### src/rtl/uart_cmd_rx.sv
// -----------------------------------------------------------------------------
// uart_cmd_rx
//
// UART receiver and command decoder for the synth control path. Bytes arrive
// on uart_rxd as 8N1 frames. They are grouped into fixed-length command
// packets that drive the wave width, the UI reload trigger, the note gate and
// the playback rate of oscillator 0.
//
// Packet layout: 0xA5 sync, CMD, D2, D1, D0 [, CHK]. DATA = {D2, D1, D0}.
// Compile-time option:
//   UART_CMD_CHECKSUM_EN  defined   -> 6-byte packets; CHK = CMD^D2^D1^D0 is
//                                      verified before execution.
//                         undefined -> 5-byte packets with no CHK byte.
//
// Ports:
//   clk_in              in   system clock (the only clock)
//   rst_in              in   synchronous, active-low reset
//   uart_rxd            in   asynchronous serial line, idles high
//   wave_width_out      out  current wave width (WW_WIDTH bits, resets to 1024)
//   ui_update_trig_out  out  one-cycle pulse: reload waveform
//   is_note_on_out      out  note gate for oscillator 0
//   playback_rate_out   out  24-bit phase increment for oscillator 0
//   cmd_valid_out       out  one-cycle pulse: packet accepted
//   cmd_error_out       out  one-cycle pulse: packet rejected (framing,
//                            checksum, unknown command, bad value, timeout)
// -----------------------------------------------------------------------------
module uart_cmd_rx #(
  parameter int unsigned CLKS_PER_BAUD = 868,
  parameter int unsigned WW_WIDTH      = 18,
  parameter int unsigned TIMEOUT_BAUDS = 20
) (
  input  logic                clk_in,
  input  logic                rst_in,
  input  logic                uart_rxd,
  output logic [WW_WIDTH-1:0] wave_width_out,
  output logic                ui_update_trig_out,
  output logic                is_note_on_out,
  output logic [23:0]         playback_rate_out,
  output logic                cmd_valid_out,
  output logic                cmd_error_out
);

  localparam int unsigned         BAUD_W    = $clog2(CLKS_PER_BAUD);
  localparam logic [BAUD_W-1:0]   BAUD_LAST = BAUD_W'(CLKS_PER_BAUD - 1);
  localparam logic [BAUD_W-1:0]   HALF_LAST = BAUD_W'(CLKS_PER_BAUD / 2 - 1);
  localparam int unsigned         TO_LIMIT  = TIMEOUT_BAUDS * CLKS_PER_BAUD;
  localparam int unsigned         TO_W      = $clog2(TO_LIMIT + 1);
  localparam logic [TO_W-1:0]     TO_LAST   = TO_W'(TO_LIMIT);
  localparam logic [WW_WIDTH-1:0] WW_RESET  = WW_WIDTH'(1024);

  localparam logic [7:0] SYNC_BYTE     = 8'hA5;
  localparam logic [7:0] CMD_SET_WIDTH = 8'h01;
  localparam logic [7:0] CMD_NOTE_ON   = 8'h02;
  localparam logic [7:0] CMD_NOTE_OFF  = 8'h03;
  localparam logic [7:0] CMD_UI_TRIG   = 8'h04;

  typedef enum logic [2:0] {
    B_IDLE,
    B_START,
    B_DATA,
    B_STOP,
    B_BREAK     // framing error seen; wait for the line to return high
  } bit_state_e;

  typedef enum logic [2:0] {
    P_WAIT_SYNC,
    P_CMD,
    P_D2,
    P_D1,
    P_D0,
`ifdef UART_CMD_CHECKSUM_EN
    P_CHK,
`endif
    P_EXEC
  } pkt_state_e;

  // ---------------------------------------------------------------------------
  // Input synchroniser. All three stages reset to the idle (high) level so
  // that leaving reset never looks like a start-bit falling edge.
  // ---------------------------------------------------------------------------
  logic rxd_meta_q, rxd_sync_q, rxd_prev_q;

  // NOTE: sequential state is always written with non-blocking assignments so
  // every flop samples the pre-edge value of its neighbours.
  always_ff @(posedge clk_in) begin
    if (!rst_in) begin
      rxd_meta_q <= 1'b1;
      rxd_sync_q <= 1'b1;
      rxd_prev_q <= 1'b1;
    end else begin
      rxd_meta_q <= uart_rxd;
      rxd_sync_q <= rxd_meta_q;
      rxd_prev_q <= rxd_sync_q;
    end
  end

  // ---------------------------------------------------------------------------
  // Bit FSM: deserialises one 8N1 frame, sampling mid-bit.
  // ---------------------------------------------------------------------------
  bit_state_e        bstate_q, bstate_d;
  logic [BAUD_W-1:0] baud_cnt_q, baud_cnt_d;
  logic [2:0]        bit_idx_q, bit_idx_d;
  logic [7:0]        shift_q, shift_d;
  logic              byte_valid;
  logic              framing_err;

  // NOTE: every signal driven here gets a default before the case statement;
  // a path that leaves one unassigned would infer a latch.
  always_comb begin
    bstate_d    = bstate_q;
    baud_cnt_d  = baud_cnt_q + 1'b1;
    bit_idx_d   = bit_idx_q;
    shift_d     = shift_q;
    byte_valid  = 1'b0;
    framing_err = 1'b0;

    case (bstate_q)
      B_IDLE: begin
        baud_cnt_d = '0;
        if (rxd_prev_q && !rxd_sync_q) bstate_d = B_START;
      end
      B_START: begin
        // Half a bit in: still low means a real start bit, high is a glitch.
        if (baud_cnt_q == HALF_LAST) begin
          baud_cnt_d = '0;
          bit_idx_d  = '0;
          bstate_d   = rxd_sync_q ? B_IDLE : B_DATA;
        end
      end
      B_DATA: begin
        if (baud_cnt_q == BAUD_LAST) begin
          baud_cnt_d = '0;
          shift_d    = {rxd_sync_q, shift_q[7:1]};  // LSB arrives first
          bit_idx_d  = bit_idx_q + 1'b1;
          if (bit_idx_q == 3'd7) bstate_d = B_STOP;
        end
      end
      B_STOP: begin
        if (baud_cnt_q == BAUD_LAST) begin
          baud_cnt_d = '0;
          if (rxd_sync_q) begin
            byte_valid = 1'b1;
            bstate_d   = B_IDLE;
          end else begin
            framing_err = 1'b1;
            bstate_d    = B_BREAK;
          end
        end
      end
      B_BREAK: begin
        baud_cnt_d = '0;
        if (rxd_sync_q) bstate_d = B_IDLE;
      end
      default: bstate_d = B_IDLE;
    endcase
  end

  always_ff @(posedge clk_in) begin
    if (!rst_in) begin
      bstate_q   <= B_IDLE;
      baud_cnt_q <= '0;
      bit_idx_q  <= '0;
      shift_q    <= '0;
    end else begin
      bstate_q   <= bstate_d;
      baud_cnt_q <= baud_cnt_d;
      bit_idx_q  <= bit_idx_d;
      shift_q    <= shift_d;
    end
  end

  // ---------------------------------------------------------------------------
  // Packet FSM, inter-byte timeout and command execution.
  // ---------------------------------------------------------------------------
  pkt_state_e         pstate_q, pstate_d;
  logic [7:0]         cmd_q, cmd_d;
  logic [23:0]        data_q, data_d;
  logic [TO_W-1:0]    to_cnt_q, to_cnt_d;
  logic [WW_WIDTH-1:0] ww_q, ww_d;
  logic [23:0]        rate_q, rate_d;
  logic               note_q, note_d;
  logic               trig_q, trig_d;
  logic               valid_q, valid_d;
  logic               err_q, err_d;
  logic               in_packet;
  logic               timeout_hit;
  logic               chk_ok;
`ifdef UART_CMD_CHECKSUM_EN
  logic [7:0]         chk_q, chk_d;
`endif

  // The timeout only runs while a packet is partially received.
  assign in_packet   = (pstate_q != P_WAIT_SYNC) && (pstate_q != P_EXEC);
  assign timeout_hit = in_packet && (to_cnt_q == TO_LAST);

  always_comb begin
`ifdef UART_CMD_CHECKSUM_EN
    chk_ok = (chk_q == (cmd_q ^ data_q[23:16] ^ data_q[15:8] ^ data_q[7:0]));
`else
    chk_ok = 1'b1;
`endif
  end

  always_comb begin
    pstate_d = pstate_q;
    cmd_d    = cmd_q;
    data_d   = data_q;
    to_cnt_d = '0;
    ww_d     = ww_q;
    rate_d   = rate_q;
    note_d   = note_q;
    trig_d   = 1'b0;
    valid_d  = 1'b0;
    err_d    = 1'b0;
`ifdef UART_CMD_CHECKSUM_EN
    chk_d    = chk_q;
`endif

    if (in_packet && !byte_valid) to_cnt_d = to_cnt_q + 1'b1;

    // Framing error and timeout share one error pulse even if they coincide.
    if (framing_err || timeout_hit) begin
      err_d    = 1'b1;
      to_cnt_d = '0;
      pstate_d = P_WAIT_SYNC;
    end else begin
      case (pstate_q)
        P_WAIT_SYNC: begin
          if (byte_valid && shift_q == SYNC_BYTE) pstate_d = P_CMD;
        end
        P_CMD: begin
          if (byte_valid) begin
            cmd_d    = shift_q;
            pstate_d = P_D2;
          end
        end
        P_D2: begin
          if (byte_valid) begin
            data_d[23:16] = shift_q;
            pstate_d      = P_D1;
          end
        end
        P_D1: begin
          if (byte_valid) begin
            data_d[15:8] = shift_q;
            pstate_d     = P_D0;
          end
        end
        P_D0: begin
          if (byte_valid) begin
            data_d[7:0] = shift_q;
`ifdef UART_CMD_CHECKSUM_EN
            pstate_d    = P_CHK;
`else
            pstate_d    = P_EXEC;
`endif
          end
        end
`ifdef UART_CMD_CHECKSUM_EN
        P_CHK: begin
          if (byte_valid) begin
            chk_d    = shift_q;
            pstate_d = P_EXEC;
          end
        end
`endif
        P_EXEC: begin
          pstate_d = P_WAIT_SYNC;
          if (!chk_ok) begin
            err_d = 1'b1;
          end else begin
            case (cmd_q)
              CMD_SET_WIDTH: begin
                // Width must fit the register and must not be zero.
                if (((data_q >> WW_WIDTH) == '0) && (data_q != '0)) begin
                  ww_d    = data_q[WW_WIDTH-1:0];
                  trig_d  = 1'b1;
                  valid_d = 1'b1;
                end else begin
                  err_d = 1'b1;
                end
              end
              CMD_NOTE_ON: begin
                rate_d  = data_q;
                note_d  = 1'b1;
                valid_d = 1'b1;
              end
              CMD_NOTE_OFF: begin
                note_d  = 1'b0;
                valid_d = 1'b1;
              end
              CMD_UI_TRIG: begin
                trig_d  = 1'b1;
                valid_d = 1'b1;
              end
              default: err_d = 1'b1;
            endcase
          end
        end
        default: pstate_d = P_WAIT_SYNC;
      endcase
    end
  end

  always_ff @(posedge clk_in) begin
    if (!rst_in) begin
      pstate_q <= P_WAIT_SYNC;
      cmd_q    <= '0;
      data_q   <= '0;
      to_cnt_q <= '0;
      ww_q     <= WW_RESET;
      rate_q   <= '0;
      note_q   <= 1'b0;
      trig_q   <= 1'b0;
      valid_q  <= 1'b0;
      err_q    <= 1'b0;
`ifdef UART_CMD_CHECKSUM_EN
      chk_q    <= '0;
`endif
    end else begin
      pstate_q <= pstate_d;
      cmd_q    <= cmd_d;
      data_q   <= data_d;
      to_cnt_q <= to_cnt_d;
      ww_q     <= ww_d;
      rate_q   <= rate_d;
      note_q   <= note_d;
      trig_q   <= trig_d;
      valid_q  <= valid_d;
      err_q    <= err_d;
`ifdef UART_CMD_CHECKSUM_EN
      chk_q    <= chk_d;
`endif
    end
  end

  assign wave_width_out     = ww_q;
  assign playback_rate_out  = rate_q;
  assign is_note_on_out     = note_q;
  assign ui_update_trig_out = trig_q;
  assign cmd_valid_out      = valid_q;
  assign cmd_error_out      = err_q;

endmodule

### config.mk
export PLATFORM = sky130hd
export DESIGN_NAME = uart_cmd_rx
export DESIGN_NICKNAME = d
export VERILOG_FILES = /design/src/rtl/uart_cmd_rx.sv
export SDC_FILE = /design/constraint.sdc
export NUM_CORES = 1
export LEC_CHECK = 0
export ABC_AREA = 1
export BUFFER_PORTS_ARGS = -buffer_cell sky130_fd_sc_hd__buf_4
export CAP_MARGIN = 20
export CORE_MARGIN = 3
export CORE_UTILIZATION = 59
export CTS_CLUSTER_SIZE = 16
export DETAILED_ROUTE_END_ITERATION = 10
export HOLD_SLACK_MARGIN = 0.03
export PLACE_DENSITY = 0.8
export SLEW_MARGIN = 25
export SYNTH_ARGS = -nofsm -noshare
export SYNTH_HDL_FRONTEND = slang
export SYNTH_SLANG_ARGS = --single-unit
export TNS_END_PERCENT = 1
### constraint.sdc
create_clock -name clk_in -period 2.4 [get_ports clk_in]
set_clock_uncertainty 0.15 [all_clocks]
set_input_delay 0.48 -clock clk_in [delete_from_list [all_inputs] [get_ports clk_in]]
set_output_delay 0.48 -clock clk_in [all_outputs]
set_load 0.005 [all_outputs]
# Word-level counts from Yosys, hierarchy flattened
# Index checks and enable logic that the tools add are counted.
# classes
n_eq_ne	30
n_mux	35
n_reduce_logical	33
addsub	3
bitwise_logic	4
# op_table
operator	n
2-to-1 mux 3 bit	14
case mux 10 bit (3 select lines)	1
case mux 3 bit (5 select lines)	2
logical NOT 24 bit	1
nonzero test 24 bit	1
inequality test 2 bit (second input constant)	11
AND reduction 3 bit	7
2-to-1 mux 10 bit	2
equality test 8 x 2 -> 1 bit (second input constant)	2
adder 15 x 1 -> 15 bit (second input constant)	1
equality test 15 bit (second input constant)	1
equality test 3 x 2 -> 1 bit (second input constant)	4
equality test 3 bit (second input constant)	4
adder 10 x 1 -> 10 bit (second input constant)	1
equality test 10 bit (second input constant)	1
equality test 10 x 9 -> 1 bit (second input constant)	1
2-to-1 mux 1 bit	10
OR reduction 3 bit	3
equality test 8 x 1 -> 1 bit (second input constant)	1
equality test 8 x 3 -> 1 bit (second input constant)	1
equality test 8 bit (second input constant)	1
case mux 1 bit (2 select lines)	4
equality test 3 x 1 -> 1 bit (second input constant)	2
logical AND 1 bit	6
other kinds (15)	23
# word_totals
reg_bits	123
elab_cells	124
inputBits	3

# Longest topological paths before layout
# depth
word_depth	7
depth_mapped	13
depth_no_buf	13

# Worst setup path before layout
# Ideal clock, no wire load.
# synth_timing
path_kind	register to register
start	reg baud_cnt_q[0]
end	reg cmd_q[0]
synth_period_minus_slack_ns	1.735
setup_time_ns	0.062
arrival_time_ns	1.523
slack_ns	0.665
path_stages_with_launch	12
cell_sequence	dfxtp_1 -> ha_1 -> nand3_1 -> nor2_4 -> nand2_4 -> nor2_8 -> nand2_4 -> nor2_8 -> inv_2 -> nand2_1 -> inv_1 -> nor2_2
# synth_between
elab_chain_len	6
elab_cells_between_ends	8
# synth_lines
element	line	text
from (decl)	101	logic [BAUD_W-1:0] baud_cnt_q, baud_cnt_d;
from (signal assigned)	166	baud_cnt_q <= baud_cnt_d;
equality test 10 bit *	139	if (baud_cnt_q == BAUD_LAST) begin
2-to-1 mux 1 bit	139	
2-to-1 mux 1 bit	117	case (bstate_q)
logical OR 1 bit	222	if (framing_err || timeout_hit) begin
inverter 1 bit (no line)	n/a	
AND reduction 3 bit (no line) *	n/a	
to (signal assigned)	322	cmd_q <= cmd_d;
to (decl)	176	logic [7:0] cmd_q, cmd_d;
# Mark *: on every way between the ends. The rest lies on a longest branch, timed or not.
# A chain may end at the register's enable or synchronous reset.

# Worst setup path in the final report
# layout_timing
start	reg cmd_q[7]
end	reg ww_q[0] (netlist: wave_width_out[0])
# layout_between
elab_chain_len	2
# layout_lines
element	line	text
equality test 8 x 1 -> 1 bit	272	case (cmd_q)
AND reduction 4 bit (no line)	n/a	
to (signal assigned)	325	ww_q <= ww_d;
to (decl)	179	logic [WW_WIDTH-1:0] ww_q, ww_d;
# Every way passes these cells.

==> results.json <==
{
  "synth-compound-area-share_pct": 4.56,
  "die-area_sq_mm": 0.0109,
  "yosysWarnings": 0,
  "maxCapViolations": 0,
  "drc": 0,
  "cts.htree.levels": 4,
  "wirelength_um": 11900,
  "via_count": 4931,
  "area_delta_synth_final_pct": 17.9,
  "clockRootBuffer": "clkbuf_8",
  "netlist_area_sq_mm": 0.00571,
  "postCtsSetupBuffers": 0,
  "drive_above_1_share_pct": 17.0,
  "power_mw": 4.90,
  "p_per_area_mw_per_mm2": 728,
  "synth_most_common_cell": "nand2_1",
  "cp.arrival_ns": 2.37,
  "cts_tree": "yes",
  "muxShareOfSynthArea_pct": 0,
  "cts.sinks": 123,
  "ys_seq_elements": 123,
  "path_clk_slew_ns": 0.06,
  "finalNonFillerCells": 1016,
  "yosys.area_share.simple_pct": 37.9,
  "grtUsageTotal_pct": 22.9,
  "synth_top_family_by_area": "simple AND/OR/NAND/NOR gates",
  "tns_ns": 0,
  "synthXorXnorAreaFrac_pct": 1.84,
  "yosysTopAreaCellShare_pct": 43.1,
  "antenna_found_initial": 1,
  "end_kind": "flip-flop",
  "ys_seq_area_share_pct": 43.1,
  "slew_headroom_pct": 66.1,
  "wl_per_cell_um": 11.7,
  "dpl.hpwl_um": 8160,
  "critPathMaxFanout": 35,
  "p_leak_nw": 3.26,
  "io_buffers": 48,
  "required_ns": 2.66,
  "synthDistinctLibCells": 31,
  "routed_via_density": 4.85,
  "final_max_slew_viol_count": 0,
  "synth_nets": 832,
  "ant_nets": 0,
  "tightest_slew_ns": 0.504,
  "cts_made_buffers": 17,
  "clock_path_buffers": 2,
  "holdBufCountCts": 1,
  "antenna_cells": 0,
  "dp.cells": 983,
  "period_share_pct": 88.3,
  "synthAdderAreaFrac_pct": 1.31,
  "ir_drop_v": 0.000484,
  "preCtsSetupSlack_ns": 0.392,
  "synth_flop_cell": "dfxtp_1",
  "setup_viol": 0,
  "grt_pass1_vias": 4640,
  "gp_congestion": 0.821,
  "row_count": 35,
  "utilization_pct": 72.2,
  "finalCriticalPeriod_ns": 2.12,
  "holdCritPathClass": "in -> reg",
  "coreArea_sq_mm": 0.00933,
  "nets": 883,
  "multi_input_area_sq_mm": 0.00260,
  "yosysTopAreaCell": "dfxtp_1",
  "grt_max_degree": 50,
  "async_flop_share_pct": 0,
  "post_cts_resized": 0,
  "synthCells": 823,
  "synth_area_leaders": "dfxtp_1 (43%), nand2_1 (15%), nor2_1 (9.5%)",
  "nFillCells": 730,
  "fp.dieH_um": 104,
  "die_x_um": 104,
  "overflow": 0,
  "start_util_pct": 61.2,
  "synth_commonest_cells": "nand2_1 (221), nor2_1 (145), inv_1 (128)",
  "drt_pass1_iterations": 7,
  "setup_ws_ns": 0.281,
  "seqCellArea_sq_mm": 0.00246,
  "clock_latency_ns": 0.52,
  "start_kind": "flip-flop",
  "syn_area_per_cell_sq_um": 6.94,
  "path_class": "reg -> reg",
  "status": "complete, no violations",
  "grt_setup_unrepaired": "false",
  "synth_edf_count": 0,
  "hold_violations": 0,
  "max_freq_mhz": 472,
  "grt_first_pass_wirelength_um": 20700,
  "drtIter0Drc": 289,
  "io_pins": 49
}
[worst max-delay path, stage by stage, from the launching register on]
cell,delay (ns)
dfxtp_1,0.31
inv_1,0.08
nand2_1,0.07
nor2_1,0.23
nand3_1,0.12
nor2_1,0.17
nand2_1,0.20
nor2_8,0.42
nand2_1,0.10
nand2_1,0.10
nor2_1,0.05
[where the power goes]
part / total (mW) / switching, mW / internal, mW
registers: 2.12 / 0.0372 / 2.08
logic: 0.290 / 0.196 / 0.0939
clock network: 2.50 / 0.972 / 1.53
total: 4.90 / 1.21 / 3.70
[cell usage in the layout (no fill, tap or decap)]
cell	instances
nor2_2	35
nand4_2	1
nand2_2	4
nand3_4	2
clkinv_2	1
clkbuf_16	16
clkinvlp_4	4
o21ai_1	8
a31oi_1	1
dfxtp_1	123
o211ai_1	2
nand2_1	221
nor2_4	3
xor2_1	10
o2111ai_1	1
inv_2	7
nor2_8	5
nor3_1	8
nand3_2	3
inv_6	5
clkinv_4	1
nor2_1	145
nand3_1	30
buf_12	1
xnor2_1	2
a21oi_1	22
bufinv_16	2
inv_8	1
nand4_1	11
buf_4	51
ha_1	6
nand2_4	2
dlygate4sd3_1	1
o21ai_0	16
nand4_4	1
clkbuf_8	2
or2_2	4
inv_1	128
or2_0	1
[per-stage QoR]
step	cell area, sq um	hold WS [ns]
after floorplan	5710	0.243
after detailed placement	6140	0.252
after global placement	6140	0.244
after global routing	6730	0.280
final	6730	0.257
after CTS	6730	0.246
[cells by family after synthesis]
logic type,Yosys count
buffers and inverters,156
AO/OA/AOI/OAI,50
XOR/XNOR,12
AND/OR/NAND/NOR,476
adder cells (fa/ha/maj),6
flip-flops,123
[state kept, by name (all words and copies together) (netlist names), 3 cells and up]
signal,flops
baud_cnt_q,10
bit_idx_q,3
bstate_q,3
cmd_q,8
data_q,24
playback_rate_out,24
pstate_q,3
shift_q,8
to_cnt_q,15
wave_width_out,18
[cell type report]
class                      count  share of cell area (%)
sequential                   123                    36.6
clock inverter                14                    2.36
clock buffer                  18                    6.35
inverter                     135                    7.53
multi-input combinational    544                    38.7
timing repair buffer          53                    6.13
tap                          129                    2.40
[path summary, 6_finish.rpt]
kind	to	cells past startpoint	slack (ns)	startpoint
setup / recovery	wave_width_out[0]	10	0.28	cmd_q[7]
hold / removal	bstate_q[0]	3	0.26	rst_in
setup reg to reg	wave_width_out[0]	10	0.28	cmd_q[7]
hold reg to reg	rxd_sync_q	1	0.26	rxd_meta_q
[layer usage]
layer / GRT usage, % / up-vias / routed length, um
met3: 6.08 / 17 / 611
met5: 0 / - / 7
met4: 7.50 / 2 / 162
met2: 38.1 / 131 / 5620
li1: - / 2571 / -
met1: 29.0 / 2210 / 5510
Power figures use the tool's default switching activity.
